File: src/rtl/image_pkg.sv
// Shared definitions for the image byte-stream front end and the downstream
// image-processing stage: marker bytes, parser states, error codes, geometry.
package image_pkg;

    localparam logic [7:0] MARK_FF    = 8'hFF;
    localparam logic [7:0] MARK_SOI   = 8'hD8;
    localparam logic [7:0] MARK_EOI   = 8'hD9;
    localparam logic [7:0] MARK_STUFF = 8'h00;

    localparam int IMG_WIDTH_DEFAULT  = 320;
    localparam int IMG_HEIGHT_DEFAULT = 240;

    localparam logic [1:0] ERR_NONE       = 2'd0;
    localparam logic [1:0] ERR_BAD_MARKER = 2'd1;
    localparam logic [1:0] ERR_EARLY_EOI  = 2'd2;
    localparam logic [1:0] ERR_RESTART    = 2'd3;

    typedef enum logic [2:0] {
        ST_IDLE,
        ST_SOI_FF,
        ST_DATA,
        ST_DATA_FF,
        ST_TRAIL,
        ST_TRAIL_FF
    } state_e;

endpackage

File: src/rtl/image_stream_deframer_pix_out_stage.sv
// Valid/ready output register for the pixel stream: holds pixel value,
// coordinates and frame/line flags stable until the consumer accepts them.
module pix_out_stage #(
    parameter int XW = 9,
    parameter int YW = 8
) (
    input  logic          clk,
    input  logic          reset,
    input  logic          load_i,
    input  logic [7:0]    data_i,
    input  logic [XW-1:0] x_i,
    input  logic [YW-1:0] y_i,
    input  logic          sof_i,
    input  logic          eol_i,
    input  logic          eof_i,
    input  logic          ready_i,
    output logic          valid_o,
    output logic [7:0]    data_o,
    output logic [XW-1:0] x_o,
    output logic [YW-1:0] y_o,
    output logic          sof_o,
    output logic          eol_o,
    output logic          eof_o
);

    logic          valid_q;
    logic [7:0]    data_q;
    logic [XW-1:0] x_q;
    logic [YW-1:0] y_q;
    logic          sof_q, eol_q, eof_q;

    // load_i is only raised when the slot is free or being drained this cycle
    always_ff @(posedge clk or negedge reset) begin
        if (!reset) begin
            valid_q <= 1'b0;
            data_q  <= '0;
            x_q     <= '0;
            y_q     <= '0;
            sof_q   <= 1'b0;
            eol_q   <= 1'b0;
            eof_q   <= 1'b0;
        end else if (load_i) begin
            valid_q <= 1'b1;
            data_q  <= data_i;
            x_q     <= x_i;
            y_q     <= y_i;
            sof_q   <= sof_i;
            eol_q   <= eol_i;
            eof_q   <= eof_i;
        end else if (ready_i) begin
            valid_q <= 1'b0;
        end
    end

    assign valid_o = valid_q;
    assign data_o  = data_q;
    assign x_o     = x_q;
    assign y_o     = y_q;
    assign sof_o   = sof_q;
    assign eol_o   = eol_q;
    assign eof_o   = eof_q;

endmodule

File: src/rtl/image_stream_deframer.sv
// Marker-delimited byte stream to raster pixel stream: hunts SOI, removes
// FF 00 stuffing, tags pixels with x/y and flags, and checks frame length.
module image_stream_deframer
    import image_pkg::*;
#(
    parameter int IMG_WIDTH  = IMG_WIDTH_DEFAULT,
    parameter int IMG_HEIGHT = IMG_HEIGHT_DEFAULT
) (
    input  logic                          clk,
    input  logic                          reset,
    input  logic [7:0]                    in_data,
    input  logic                          in_valid,
    output logic                          in_ready,
    output logic [7:0]                    pix_data,
    output logic                          pix_valid,
    input  logic                          pix_ready,
    output logic [$clog2(IMG_WIDTH)-1:0]  pix_x,
    output logic [$clog2(IMG_HEIGHT)-1:0] pix_y,
    output logic                          pix_sof,
    output logic                          pix_eol,
    output logic                          pix_eof,
    output logic                          frame_done,
    output logic                          frame_err,
    output logic [1:0]                    err_code
);

    localparam int XW = $clog2(IMG_WIDTH);
    localparam int YW = $clog2(IMG_HEIGHT);
    localparam logic [XW-1:0] X_LAST = XW'(IMG_WIDTH - 1);
    localparam logic [YW-1:0] Y_LAST = YW'(IMG_HEIGHT - 1);

    state_e        state_q, state_d;
    logic [XW-1:0] x_q, x_d;
    logic [YW-1:0] y_q, y_d;
    logic          done_q, done_d;
    logic          err_q, err_d;
    logic [1:0]    err_code_q, err_code_d;
    logic          rdy_en_q;

    logic       accept, emit, clear;
    logic [7:0] emit_data;
    logic       last_col, last_row;

    // rdy_en_q keeps in_ready low throughout reset and for the first edge after it
    assign in_ready = rdy_en_q && (!pix_valid || pix_ready);
    assign accept   = in_valid && in_ready;
    assign last_col = (x_q == X_LAST);
    assign last_row = (y_q == Y_LAST);

    always_ff @(posedge clk or negedge reset) begin
        if (!reset) begin
            state_q    <= ST_IDLE;
            x_q        <= '0;
            y_q        <= '0;
            done_q     <= 1'b0;
            err_q      <= 1'b0;
            err_code_q <= ERR_NONE;
            rdy_en_q   <= 1'b0;
        end else begin
            state_q    <= state_d;
            x_q        <= x_d;
            y_q        <= y_d;
            done_q     <= done_d;
            err_q      <= err_d;
            err_code_q <= err_code_d;
            rdy_en_q   <= 1'b1;
        end
    end

    always_comb begin
        state_d    = state_q;
        x_d        = x_q;
        y_d        = y_q;
        done_d     = 1'b0;
        err_d      = 1'b0;
        err_code_d = err_code_q;
        emit       = 1'b0;
        emit_data  = in_data;
        clear      = 1'b0;
        if (accept) begin
            unique case (state_q)
                ST_IDLE: if (in_data == MARK_FF) state_d = ST_SOI_FF;
                ST_SOI_FF: begin
                    if (in_data == MARK_SOI) begin
                        state_d = ST_DATA;
                        clear   = 1'b1;
                    end else if (in_data != MARK_FF) begin
                        state_d = ST_IDLE;
                    end
                end
                ST_DATA: begin
                    if (in_data == MARK_FF) state_d = ST_DATA_FF;
                    else                    emit    = 1'b1;
                end
                ST_DATA_FF: begin
                    case (in_data)
                        MARK_STUFF: begin
                            emit      = 1'b1;
                            emit_data = MARK_FF;
                            state_d   = ST_DATA;
                        end
                        MARK_SOI: begin
                            err_d = 1'b1; err_code_d = ERR_RESTART;
                            clear = 1'b1; state_d = ST_DATA;
                        end
                        MARK_EOI: begin
                            err_d = 1'b1; err_code_d = ERR_EARLY_EOI; state_d = ST_IDLE;
                        end
                        default: begin
                            err_d = 1'b1; err_code_d = ERR_BAD_MARKER; state_d = ST_IDLE;
                        end
                    endcase
                end
                ST_TRAIL: begin
                    if (in_data == MARK_FF) begin
                        state_d = ST_TRAIL_FF;
                    end else begin
                        err_d = 1'b1; err_code_d = ERR_RESTART; state_d = ST_IDLE;
                    end
                end
                ST_TRAIL_FF: begin
                    if (in_data == MARK_EOI) begin
                        done_d = 1'b1; state_d = ST_IDLE;
                    end else if (in_data == MARK_SOI) begin
                        err_d = 1'b1; err_code_d = ERR_RESTART;
                        clear = 1'b1; state_d = ST_DATA;
                    end else begin
                        err_d = 1'b1; err_code_d = ERR_RESTART; state_d = ST_IDLE;
                    end
                end
                default: state_d = ST_IDLE;
            endcase
            // the last pixel of the frame leaves the parser waiting for EOI
            if (emit) begin
                if (last_col) begin
                    x_d = '0;
                    if (last_row) begin
                        y_d     = '0;
                        state_d = ST_TRAIL;
                    end else begin
                        y_d = y_q + 1'b1;
                    end
                end else begin
                    x_d = x_q + 1'b1;
                end
            end
            if (clear) begin
                x_d = '0;
                y_d = '0;
            end
        end
    end

    pix_out_stage #(.XW(XW), .YW(YW)) u_out (
        .clk     (clk),
        .reset   (reset),
        .load_i  (emit),
        .data_i  (emit_data),
        .x_i     (x_q),
        .y_i     (y_q),
        .sof_i   ((x_q == '0) && (y_q == '0)),
        .eol_i   (last_col),
        .eof_i   (last_col && last_row),
        .ready_i (pix_ready),
        .valid_o (pix_valid),
        .data_o  (pix_data),
        .x_o     (pix_x),
        .y_o     (pix_y),
        .sof_o   (pix_sof),
        .eol_o   (pix_eol),
        .eof_o   (pix_eof)
    );

    assign frame_done = done_q;
    assign frame_err  = err_q;
    assign err_code   = err_code_q;

endmodule

File: config.mk
export PLATFORM = sky130hd
export DESIGN_NAME = image_stream_deframer
export DESIGN_NICKNAME = d
export VERILOG_FILES = /design/src/rtl/image_pkg.sv /design/src/rtl/image_stream_deframer_pix_out_stage.sv /design/src/rtl/image_stream_deframer.sv
export SDC_FILE = /design/constraint.sdc
export NUM_CORES = 1
export LEC_CHECK = 0
export BUFFER_PORTS_ARGS = -buffer_cell sky130_fd_sc_hd__buf_4
export CAP_MARGIN = 30
export CORE_ASPECT_RATIO = 0.6
export CORE_UTILIZATION = 40
export CTS_BUF_LIST = sky130_fd_sc_hd__clkbuf_4 sky130_fd_sc_hd__clkbuf_8 sky130_fd_sc_hd__clkbuf_16
export DETAILED_ROUTE_END_ITERATION = 8
export SLEW_MARGIN = 15
export SYNTH_ARGS = -nofsm -noshare
export SYNTH_HDL_FRONTEND = slang
export SYNTH_HIERARCHICAL = 1
export SYNTH_SLANG_ARGS = --single-unit
File: constraint.sdc
create_clock -name clk -period 2.55 [get_ports clk]
set_input_delay 0.1275 -clock clk [delete_from_list [all_inputs] [get_ports clk]]
set_output_delay 0.1275 -clock clk [all_outputs]
set_load 0.005 [all_outputs]
==> results by group <==
Status
  – Status: finished clean

Yosys
  – Syn nets: 275
  – Syn avg cell area: 10.9 um2
  – Post-synth EDFFs: 0
  – Synthesis-stage register bit count: 54
  – Netlist cell types: 50
  – Yosys warnings: 6
  – Top_reg_cell synth: dfrtp_1
  – Ys async rst share: 100%
  – Post-Syn Instances: 259
  – Synthesized cell area: 2820 um2
  – Seq/Total Area, Yosys: 47.9%

CTS
  – Num Clock Sinks: 54
  – Clock root cell: clkbuf_16
  – CTS Buffer Depth: 2
  – H-tree depth: 2
  – Clock buffers created by TritonCTS: 5
  – TritonCTS clock tree: built
  – Worst skew pair latency: 0.30 ns
  – Reg clk slew, reported paths: 0.07 ns

Route
  – Via count: 2216
  – Avg WL per Cell: 16.5 um
  – Initial DRC Count: 198
  – DR pass1 iterations: 4
  – Routed Antenna Nets: 0
  – Vias per cell: 5.54
  – WL final: 6610 um
  – Detailed-route DRC error count: 0

Critical path
  – Reg2Reg Setup Slack: 0.25 ns
  – Critical Path Most Common Cell: o211ai_1
  – Worst EP arrival: 2.47 ns
  – Critical path class: reg -> reg
  – Critical path's slowest cell: or4_1
  – Critical Path Source: x_q[0]$_DFFE_PN0P_
  – Worst Setup End Kind: flop
  – Register-to-Register Path Depth: 7
  – CP peak stage delay: 0.66 ns
  – Critical Path Source Type: flop
  – Reg2reg end: y_q[5]$_DFFE_PN0P_
  – Critical-path cell list: ha_1 > nand3_1 > or4_1 > inv_1 > o211ai_1 > o211ai_1 > o31ai_1
  – Worst setup path endpoint: y_q[5]$_DFFE_PN0P_
  – Crit Path Max Fanout: 6
  – FF-to-FF Start: x_q[0]$_DFFE_PN0P_
  – WP data required: 2.72 ns

Place
  – Pre-CTS WS: 0.325 ns
  – GPL Wtd Cong: 0.833
  – PortBufs: 45
  – Placed instance area: 3290 um2
  – DP HPWL: 4650 um

Final layout
  – Area Growth Syn to Fin: 22.1%
  – ANT cells: 0
  – Most common cell after layout, fill and taps aside: buf_4
  – Commonest cells after routing, fill and taps aside: 55 x buf_4, 54 x dfrtp_1, 20 x mux2_2
  – Share of layout cells above drive strength 1: 37.7%
  – Finished Cell Area: 3450 um2
  – Final-layout fill cell count: 638
  – Net count, final: 328
  – Core Util, Final: 51.2%

STA
  – RSZ-0062 raised after global routing: false
  – PnR worst setup slack: 0.249 ns
  – Final Setup Violations: 0
  – Period minus WS final: 2.30 ns
  – Relative slew slack: 53.7%
  – Worst slew pin tran: 0.694 ns
  – Final Hold Vio Count: 0
  – Fin crit share: 90.2%
  – FMAX: 435 MHz
  – Clock Skews: 0.00671 ns
  – Count of pins over their slew limit: 0
  – TNS Setup: 0 ns

Power and ir drop
  – Part of the power in combinational logic: 6.6%
  – Switching fraction of total power: 22.2%
  – Leakage: 1.64 nW
  – Peak VDD IR: 0.280 mV
  – Pint: 1.32 mW
  – Clock network power share: 41.6%
  – Pwr/cell area: 494 nW/um2
  – Sequential Power Share: 51.8%
  – Power Total: 1.70 mW
  – Switch Pwr: 0.378 mW

Die
  – Die area: 7410 um2
  – Starting Density: 41.9%
  – Core area: 6730 um2
  – I/O pin count: 46
  – Die height: 67.1 um
  – Row count: 23
  – Die width: 110 um

Global routing
  – Vias in the first global route: 2073
  – Global-route wire length before repair: 11000 um
  – Initial antenna violation count: 0
  – Largest net degree at the start of global routing: 55
  – Grt ovf: 0
  – GRT Util Overall: 19.5%

Run
  – Max_cap viols: 0

Worst hold path
  – Hold Path Class: in -> reg
area by class of cell:
| cell class | instances | area (um2) | share of cell area [%] |
|---|---|---|---|
| Sequential cell | 54 | 1350 | 39.2 |
| Multi-Input combinational cell | 178 | 1350 | 39.2 |
| Tap cell | 87 | 109 | 3.16 |
| Clock buffer | 7 | 146 | 4.25 |
| Timing Repair Buffer | 56 | 423 | 12.3 |
| Clock inverter | 1 | 5.00 | 0.145 |
| Inverter | 17 | 63.8 | 1.85 |
state kept, by name (all words and copies together), names as in the netlist, 2 cells and up:
register	flops
err_code	2
state_q	3
u_out/x_o	9
y_q	8
u_out/y_o	8
x_q	9
u_out/data_o	8
worst min-delay path by stage:
stage | slack (ns) | end | start | cells past startpoint
final | 0.11 | u_out/valid_o$_DFFE_PN0P_ | pix_ready | 3
after global routing | 0.13 | u_out/valid_o$_DFFE_PN0P_ | pix_ready | 3
after CTS | 0.11 | u_out/valid_o$_DFFE_PN0P_ | pix_ready | 3
after detailed placement | 0.23 | u_out/valid_o$_DFFE_PN0P_ | reset | 1
after global placement | 0.23 | u_out/valid_o$_DFFE_PN0P_ | reset | 1
after floorplan | -0.17 | err_code[0]$_DFFE_PN0P_ | reset | 0
power groups by stage:
stage	sequential, mW	combinational, mW	clock [mW]
final	0.882	0.112	0.708
after global routing	0.883	0.126	0.767
after CTS	0.882	0.114	0.735
after detailed placement	0.898	0.112	0
after global placement	0.898	0.112	0
after floorplan	0.896	0.0474	0
worst max-delay path, delay by kind of cell, from the launching register on:
family | cells | cell delay [ns]
and+or+nand+nor | 2 | 0.79
AOI/OAI and AO/OA | 3 | 0.56
DFF | 1 | 0.39
buffers and inverters | 1 | 0.22
adders and majority gates | 1 | 0.21
kinds of logic after synthesis:
group | count (synthesis) | share of synthesized area [%]
flops | 54 | 47.9
compound gates | 55 | 14.3
mux | 30 | 13.1
simple gates | 88 | 18.3
buf+inv | 27 | 4.52
fa+ha+maj | 4 | 1.77
other cells | 1 | 0.133
routing by layer:
| layer | GRT usage (%) | up-vias | routed length [um] |
|---|---|---|---|
| met2 | 26.0 | 77 | 2620 |
| met5 | 0 | - | 0 |
| met3 | 5.37 | 8 | 467 |
| li1 | - | 1066 | - |
| met1 | 29.1 | 1065 | 3430 |
| met4 | 7.33 | 0 | 87 |
cell usage after synthesis (4+ instances only):
cell type,number,share of area (%)
a21oi_1,9,1.6
a31oi_1,7,1.6
and3_2,4,1.1
dfrtp_1,54,48
ha_1,4,1.8
inv_1,17,2.3
mux2_2,20,8.0
mux2_4,9,4.8
nand2_1,16,2.1
nand3_1,11,1.9
nand4_1,4,0.89
nor2_1,9,1.2
nor3_1,8,1.4
nor4_1,4,0.89
o211ai_1,4,1.1
o21ai_0,14,2.5
o31ai_1,5,1.3
or2_2,10,2.2
stage by stage:
| stage | hold slack (ns) | instances |
|---|---|---|
| after floorplan | -0.168 | 259 |
| after CTS | 0.109 | 400 |
| after global placement | 0.230 | 391 |
| after detailed placement | 0.225 | 391 |
| after global routing | 0.129 | 400 |
| final | 0.113 | 400 |
what timing repair did:
action,4_1_cts,5_1_grt
buffers inserted,0,0
resized for setup,0,0
hold buffers,1,0
hold endpoints to repair,54,0
Power figures use the tool's default switching activity.
